### config.mk
export PLATFORM = sky130hd
export DESIGN_NAME = gba_bw_bram_reader_flat
export DESIGN_NICKNAME = d
export VERILOG_FILES = /design/src/rtl/gba_bw_bram_reader_pkg.sv /design/src/rtl/gba_bw_bram_reader_if.sv /design/src/rtl/gba_bw_pixel_unpacker.sv /design/src/rtl/gba_bw_bram_reader.sv /design/src/flat_wrapper.sv
export SDC_FILE = /design/constraint.sdc
export NUM_CORES = 1
export LEC_CHECK = 0
export CELL_PAD_IN_SITES_DETAIL_PLACEMENT = 1
export CELL_PAD_IN_SITES_GLOBAL_PLACEMENT = 1
export CORE_MARGIN = 4
export CORE_UTILIZATION = 34
export CTS_CLUSTER_DIAMETER = 30
export CTS_CLUSTER_SIZE = 28
export DETAILED_ROUTE_END_ITERATION = 8
export GPL_TIMING_DRIVEN = 0
export PLACE_DENSITY_LB_ADDON = 0.1
export REMOVE_ABC_BUFFERS = 1
export SLEW_MARGIN = 20
export SYNTH_ARGS = -nofsm -noshare
export SYNTH_HDL_FRONTEND = slang
export SYNTH_SLANG_ARGS = --single-unit
### constraint.sdc
create_clock -name clk -period 2.63 [get_ports clk]
set_input_delay 0.526 -clock clk [delete_from_list [all_inputs] [get_ports clk]]
set_output_delay 0.526 -clock clk [all_outputs]
set_load 0.1 [all_outputs]
### src/rtl/gba_bw_bram_reader_pkg.sv
`default_nettype none
// ============================================================================
//  Module      : gba_bw_pkg
//  Description : Shared constants and FSM state type for the BW image
//                block-RAM reader.
//  Revision    : 1.0 - initial release
// ============================================================================
package gba_bw_pkg;

    localparam int IMG_BYTES    = 512;
    localparam int ADDR_W       = 9;
    localparam int PIX_PER_BYTE = 8;
    localparam int PIXELS       = IMG_BYTES * PIX_PER_BYTE;

    typedef enum logic [1:0] {
        ST_IDLE  = 2'd0,
        ST_RUN   = 2'd1,
        ST_FLUSH = 2'd2
    } state_t;

endpackage
`default_nettype wire

### src/rtl/gba_bw_bram_reader_if.sv
`default_nettype none
// ============================================================================
//  Module      : gba_bw_bram_reader_if
//  Description : Control, memory-read and pixel-stream signals of the BW
//                image reader. master = reader side, slave = environment.
//  Revision    : 1.0 - initial release
// ============================================================================
interface gba_bw_bram_reader_if #(
    parameter int ADDR_W = gba_bw_pkg::ADDR_W
) ();

    logic              start;
    logic              busy;
    logic              done;
    logic              mem_rd_en;
    logic [ADDR_W-1:0] mem_rd_addr;
    logic [7:0]        mem_data;
    logic              mem_valid;
    logic              pix_valid;
    logic              pix_data;
    logic              pix_ready;
    logic              pix_last;

    modport master (
        input  start, mem_data, mem_valid, pix_ready,
        output busy, done, mem_rd_en, mem_rd_addr, pix_valid, pix_data, pix_last
    );

    modport slave (
        output start, mem_data, mem_valid, pix_ready,
        input  busy, done, mem_rd_en, mem_rd_addr, pix_valid, pix_data, pix_last
    );

endinterface
`default_nettype wire

### src/rtl/gba_bw_pixel_unpacker.sv
`default_nettype none
// ============================================================================
//  Module      : gba_bw_pixel_unpacker
//  Description : Byte-in / pixel-out converter. A shift register emits one
//                bit per accepted pixel; a one-byte prefetch register hides
//                the memory latency so a full byte stream has no bubbles.
//  Revision    : 1.0 - initial release
// ============================================================================
module gba_bw_pixel_unpacker #(
    parameter bit MSB_FIRST = 1'b1
) (
    input  logic       clk,
    input  logic       rst,
    input  logic       in_valid,
    input  logic [7:0] in_data,
    output logic       in_ready,
    output logic       out_valid,
    output logic       out_data,
    input  logic       out_ready
);
    import gba_bw_pkg::*;

    localparam logic [3:0] c_full_bits = 4'(PIX_PER_BYTE);

    logic [7:0] r_shift;
    logic [7:0] r_pf;
    logic       r_pf_full;
    logic [3:0] r_bits;      // pixels still to emit from r_shift

    logic       w_fire;
    logic       w_last_bit;
    logic [7:0] w_shift_next;

    assign out_valid    = (r_bits != 4'd0);
    assign out_data     = MSB_FIRST ? r_shift[7] : r_shift[0];
    assign w_fire       = out_valid && out_ready;
    assign w_last_bit   = w_fire && (r_bits == 4'd1);
    // Room for one more byte once the prefetch slot is free or freeing now.
    assign in_ready     = !r_pf_full || w_last_bit;
    assign w_shift_next = MSB_FIRST ? {r_shift[6:0], 1'b0} : {1'b0, r_shift[7:1]};

    // Shift/prefetch datapath: incoming bytes go straight to the shift
    // register when it is (becoming) empty, otherwise into the prefetch slot.
    always_ff @(posedge clk) begin
        if (rst) begin
            r_shift   <= 8'd0;
            r_pf      <= 8'd0;
            r_pf_full <= 1'b0;
            r_bits    <= 4'd0;
        end else if (in_valid) begin
            if ((r_bits == 4'd0) || w_last_bit) begin
                // An older prefetched byte must go first to keep byte order.
                if (r_pf_full) begin
                    r_shift <= r_pf;
                    r_pf    <= in_data;
                end else begin
                    r_shift <= in_data;
                end
                r_bits <= c_full_bits;
            end else begin
                r_pf      <= in_data;
                r_pf_full <= 1'b1;
                if (w_fire) begin
                    r_shift <= w_shift_next;
                    r_bits  <= r_bits - 4'd1;
                end
            end
        end else if (w_last_bit) begin
            if (r_pf_full) begin
                r_shift   <= r_pf;
                r_pf_full <= 1'b0;
                r_bits    <= c_full_bits;
            end else begin
                r_bits <= 4'd0;
            end
        end else if (w_fire) begin
            r_shift <= w_shift_next;
            r_bits  <= r_bits - 4'd1;
        end
    end

endmodule
`default_nettype wire

### src/rtl/gba_bw_bram_reader.sv
`default_nettype none
// ============================================================================
//  Module      : gba_bw_bram_reader
//  Description : Streams one frame of a 1-bit-per-pixel image from block RAM
//                as a valid/ready pixel stream, one read outstanding at most.
//  Revision    : 1.0 - initial release
// ============================================================================
module gba_bw_bram_reader #(
    parameter int DEPTH     = gba_bw_pkg::IMG_BYTES,
    parameter int ADDR_W    = gba_bw_pkg::ADDR_W,
    parameter bit MSB_FIRST = 1'b1
) (
    input  logic                  clk,
    input  logic                  rst,
    gba_bw_bram_reader_if.master  bus
);
    import gba_bw_pkg::*;

    localparam int                c_pix_total = DEPTH * PIX_PER_BYTE;
    localparam int                c_cnt_w     = (c_pix_total > 1) ? $clog2(c_pix_total) : 1;
    localparam logic [ADDR_W-1:0] c_last_addr = ADDR_W'(DEPTH - 1);
    localparam logic [c_cnt_w-1:0] c_last_pix = c_cnt_w'(c_pix_total - 1);

    state_t              r_state;
    state_t              w_state_next;
    logic [ADDR_W-1:0]   r_addr;
    logic [c_cnt_w-1:0]  r_pix_cnt;
    logic                r_outstanding;
    logic                r_done;

    logic                w_rd_en;
    logic                w_resp;
    logic                w_in_ready;
    logic                w_unp_valid;
    logic                w_unp_data;
    logic                w_pix_fire;
    logic                w_pix_last;
    logic                w_last_fire;

    // Responses are only meaningful while a read of ours is in flight.
    assign w_resp      = bus.mem_valid && r_outstanding;
    assign w_pix_fire  = w_unp_valid && bus.pix_ready;
    assign w_pix_last  = w_unp_valid && (r_pix_cnt == c_last_pix);
    assign w_last_fire = w_pix_fire && w_pix_last;

    gba_bw_pixel_unpacker #(
        .MSB_FIRST (MSB_FIRST)
    ) u_unpacker (
        .clk       (clk),
        .rst       (rst),
        .in_valid  (w_resp),
        .in_data   (bus.mem_data),
        .in_ready  (w_in_ready),
        .out_valid (w_unp_valid),
        .out_data  (w_unp_data),
        .out_ready (bus.pix_ready)
    );

    // State register.
    always_ff @(posedge clk) begin
        if (rst) begin
            r_state <= ST_IDLE;
        end else begin
            r_state <= w_state_next;
        end
    end

    // Next-state and read-issue decode; a start on the done cycle is dropped.
    always_comb begin
        w_state_next = r_state;
        w_rd_en      = 1'b0;
        case (r_state)
            ST_IDLE: begin
                if (bus.start && !r_done) begin
                    w_state_next = ST_RUN;
                end
            end
            ST_RUN: begin
                w_rd_en = !r_outstanding && w_in_ready;
                if (w_rd_en && (r_addr == c_last_addr)) begin
                    w_state_next = ST_FLUSH;
                end
            end
            ST_FLUSH: begin
                if (w_last_fire) begin
                    w_state_next = ST_IDLE;
                end
            end
            default: begin
                w_state_next = ST_IDLE;
            end
        endcase
    end

    // Address, outstanding-read, pixel counters and the done pulse.
    always_ff @(posedge clk) begin
        if (rst) begin
            r_addr        <= '0;
            r_outstanding <= 1'b0;
            r_pix_cnt     <= '0;
            r_done        <= 1'b0;
        end else begin
            if (w_rd_en) begin
                r_addr        <= (r_addr == c_last_addr) ? '0 : r_addr + ADDR_W'(1);
                r_outstanding <= 1'b1;
            end else if (w_resp) begin
                r_outstanding <= 1'b0;
            end
            if (w_pix_fire) begin
                r_pix_cnt <= (r_pix_cnt == c_last_pix) ? '0 : r_pix_cnt + c_cnt_w'(1);
            end
            r_done <= w_last_fire;
        end
    end

    // Outputs are forced low for the whole reset cycle, not just after it.
    assign bus.busy        = (r_state != ST_IDLE) && !rst;
    assign bus.done        = r_done && !rst;
    assign bus.mem_rd_en   = w_rd_en && !rst;
    assign bus.mem_rd_addr = rst ? '0 : r_addr;
    assign bus.pix_valid   = w_unp_valid && !rst;
    assign bus.pix_data    = w_unp_data && !rst;
    assign bus.pix_last    = w_pix_last && !rst;

endmodule
`default_nettype wire

### src/flat_wrapper.sv
// flat-port wrapper written by rule: the top's interface ports become plain ports
module gba_bw_bram_reader_flat import gba_bw_pkg::*;
#(
    parameter int DEPTH     = gba_bw_pkg::IMG_BYTES,
    parameter int ADDR_W    = gba_bw_pkg::ADDR_W,
    parameter bit MSB_FIRST = 1'b1
)
  (clk, rst, bus_start, bus_mem_data, bus_mem_valid, bus_pix_ready, bus_busy, bus_done, bus_mem_rd_en, bus_mem_rd_addr, bus_pix_valid, bus_pix_data, bus_pix_last);
  gba_bw_bram_reader_if #(.ADDR_W(ADDR_W)) bus_i ();
  input  logic clk;
  input  logic rst;
  input wire logic [$bits(bus_i.start)-1:0] bus_start;
  input wire logic [$bits(bus_i.mem_data)-1:0] bus_mem_data;
  input wire logic [$bits(bus_i.mem_valid)-1:0] bus_mem_valid;
  input wire logic [$bits(bus_i.pix_ready)-1:0] bus_pix_ready;
  output wire logic [$bits(bus_i.busy)-1:0] bus_busy;
  output wire logic [$bits(bus_i.done)-1:0] bus_done;
  output wire logic [$bits(bus_i.mem_rd_en)-1:0] bus_mem_rd_en;
  output wire logic [$bits(bus_i.mem_rd_addr)-1:0] bus_mem_rd_addr;
  output wire logic [$bits(bus_i.pix_valid)-1:0] bus_pix_valid;
  output wire logic [$bits(bus_i.pix_data)-1:0] bus_pix_data;
  output wire logic [$bits(bus_i.pix_last)-1:0] bus_pix_last;
  assign bus_i.start = bus_start;
  assign bus_i.mem_data = bus_mem_data;
  assign bus_i.mem_valid = bus_mem_valid;
  assign bus_i.pix_ready = bus_pix_ready;
  assign bus_busy = bus_i.busy;
  assign bus_done = bus_i.done;
  assign bus_mem_rd_en = bus_i.mem_rd_en;
  assign bus_mem_rd_addr = bus_i.mem_rd_addr;
  assign bus_pix_valid = bus_i.pix_valid;
  assign bus_pix_data = bus_i.pix_data;
  assign bus_pix_last = bus_i.pix_last;
  gba_bw_bram_reader #(.DEPTH(DEPTH), .ADDR_W(ADDR_W), .MSB_FIRST(MSB_FIRST)) u_core (.clk(clk), .rst(rst), .bus(bus_i));
endmodule
==> out/summary.txt <==
Fmax: 393 MHz
Synthesized flop and latch total: 46
Final worst path period need: 2.54 ns
Core box area: 6940 sq um
Sequential-to-total area share from yosys stat: 37.0%
Number of I/O pins: 28
Die Span X: 93.5 um
Antenna violations before repair: 0
CTS tree: built
HP Class: reg -> reg
Post-place setup slack: -1.64 ns
Clock-pin slew on the worst setup and hold paths: 0.09 ns
PortBufs: 27
Max Buffers Root-to-Sink: 2
Hpwl dp: 4.28 mm
Clock net sink count: 46
GP Congestion: 0.702
Setup Fix Bufs, Post-CTS: 0
Data required, critical path: 2.10 ns
Skew-Pair Late Insertion Delay: 0.30 ns
Outcome: finished clean
Max Slew Vio Count: 0
Drt first pass iters: 4
P&R area growth vs syn: 18.9%
Max-Cap Viols: 0
Vias in the first global route: 2187
Fin. Hold Viols: 0
Synthesized cell area: 2490 sq um
# DRC: 0
Synth Instances: 304
PwrDens: 702 nW/um^2
Post-synth top area share: 37.0%
Post-synth EDFFs: 0
Slew Limit Headroom: 35.7%
Antenna cells: 0
Initial detailed-routing violation count: 65
Main synth FF type: dfxtp_1
Synth area leader: dfxtp_1
Routed Antenna Nets: 0
Largest net degree at the start of global routing: 41
Worst setup SP type: register
Die Height: 93.5 um
WL final: 6.43 mm
Gr ovfl total: 0
Cell count after placement: 407
Post-route cell area: 2960 sq um
Crit end category: primary output
Initial Utilization: 35.8%
Total negative setup slack: 0 ns
Non-Filler Instances: 416
Drt wl/cell: 15.4 um
Final nets: 337
Gr usage total: 14.9%
Critical path class: reg -> out
Crit path setup slack, layout: 0.0853 ns
Largest cells by area after synthesis: dfxtp_1, nor2_1, a21oi_1, mux2i_1, o21ai_0
Peak VDD IR: 0.350 mV
Die ar.: 8740 sq um
Arrival @ worst endpoint: 2.02 ns
Synth Area per Inst: 8.18 sq um
Cts-stage hold buffer count: 0
First-pass GRT wire length: 10.7 mm
DP Area: 2810 sq um
Power, Total: 2.08 mW
Finish-stage setup viols: 0
Yosys cell types: 48
Share of layout cells above drive strength 1: 8.75%
Tcrit/Tclk final: 96.8%
Unrepaired setup endpoints after global routing: false
Worst-margin pin slew: 0.963 ns
Ys Warns: 0
Async SR Flop Fraction: 0%
Final Skew: 0.00971 ns
Cts bufs inserted: 5
Root Buffer: clkbuf_8
Htree depth: 2
Leakage power: 1.12 nW
Worst-path maximum fanout: 11
Via count: 2237
Via/cell ratio: 5.38
Num rows: 30
logic make-up (layout without fill, tap and decap cells):
family,Yosys count,after routing,synth area share [%]
simple gates,131,131,29.6
mux,10,10,4.08
flops,46,46,37.0
buf+inv,28,43,4.88
fa+ha+maj,5,5,2.52
compound gates,79,80,20.1
xor+xnor,5,5,1.76
state kept, by name, summed over array words and instances, names as in the netlist:
| name | count |
|---|---|
| u_core.r_addr | 9 |
| u_core.r_done | 1 |
| u_core.r_outstanding | 1 |
| u_core.r_pix_cnt | 12 |
| u_core.r_state | 2 |
| u_core.u_unpacker.r_bits | 4 |
| u_core.u_unpacker.r_pf | 8 |
| u_core.u_unpacker.r_pf_full | 1 |
| u_core.u_unpacker.r_shift | 8 |
cell usage after synthesis (all sizes together) (2+ instances only):
cell type	n
dfxtp	46
nor2	35
a21oi	22
o21ai	19
clkbuf	17
nand2	13
nor2b	12
and3	11
nor3	11
mux2i	9
a211oi	8
or4	8
a21boi	7
o221ai	7
or4b	7
and2	6
inv	6
nand4	6
buf	5
ha	5
nand3	5
o31ai	5
nor3b	4
xor2	4
a31oi	3
or3	3
and4	2
nand2b	2
o21a	2
or3b	2
cell type report:
cell class / count / area [sq um]
multi-input combinational: 231 / 1500
timing repair buffer: 29 / 285
sequential: 46 / 922
inverter: 6 / 22.5
tap: 96 / 120
clock buffer: 8 / 110
fill: 849 / 3990
per-layer routing:
| layer | routed length, um | share of wire [%] | global-route usage [%] |
|---|---|---|---|
| met1 | 3390 | 53 | 22.4 |
| met2 | 2790 | 43 | 21.7 |
| met3 | 202 | 3.1 | 2.74 |
| met4 | 46 | 0.72 | 3.66 |
| met5 | 0 | 0 | 0 |
timing repair:
action | in CTS | in global routing
gates resized for setup | 41 | 8
cloned | 0 | 1
endpoints found under the setup margin | 39 | 3
through the flow:
stage          utilization (%)  hold WS [ns]
2_1_floorplan                -         0.438
3_3_place_gp              40.0         0.453
3_5_place_dp              40.4         0.464
4_1_cts                   42.1         0.477
5_1_grt                   42.6         0.513
6_report                  42.6         0.481
critical path, stage by stage (launching register included):
cell,delay (ns)
dfxtp_2,0.38
inv_1,0.09
ha_4,0.20
or4b_4,0.51
o21a_4,0.26
nor2_4,0.11
buf_12,0.18
report_power, final:
group / switching [mW] / leakage [nW] / internal, mW
combinational: 0.488 / 0.693 / 0.259
sequential: 0.0593 / 0.373 / 0.759
clock: 0.245 / 0.0575 / 0.266
total: 0.793 / 1.12 / 1.28
final timing paths:
check                                                  from                  end  slack, ns  depth (start not counted)
worst min register to register          u_core.r_pix_cnt[1]  u_core.r_pix_cnt[1]       0.48                          2
worst min-delay path                    u_core.r_pix_cnt[1]  u_core.r_pix_cnt[1]       0.48                          2
worst max register to register             u_core.r_addr[0]     u_core.r_addr[7]       0.32                          7
worst max-delay path            u_core.u_unpacker.r_bits[0]        bus_mem_rd_en       0.09                          6
placed cells by master (no fill, tap or decap), types with 9 or more instances in the layout:
cell             count
dfxtp_1             45
clkdlybuf4s50_1     10
a21oi_1             22
nor3_1              11
and3_1              11
nor2_1              34
nand2_1             13
mux2i_1              9
o21ai_0             18
nor2b_1             12
dlygate4sd2_1       10
(Power assumes the default switching activity.)
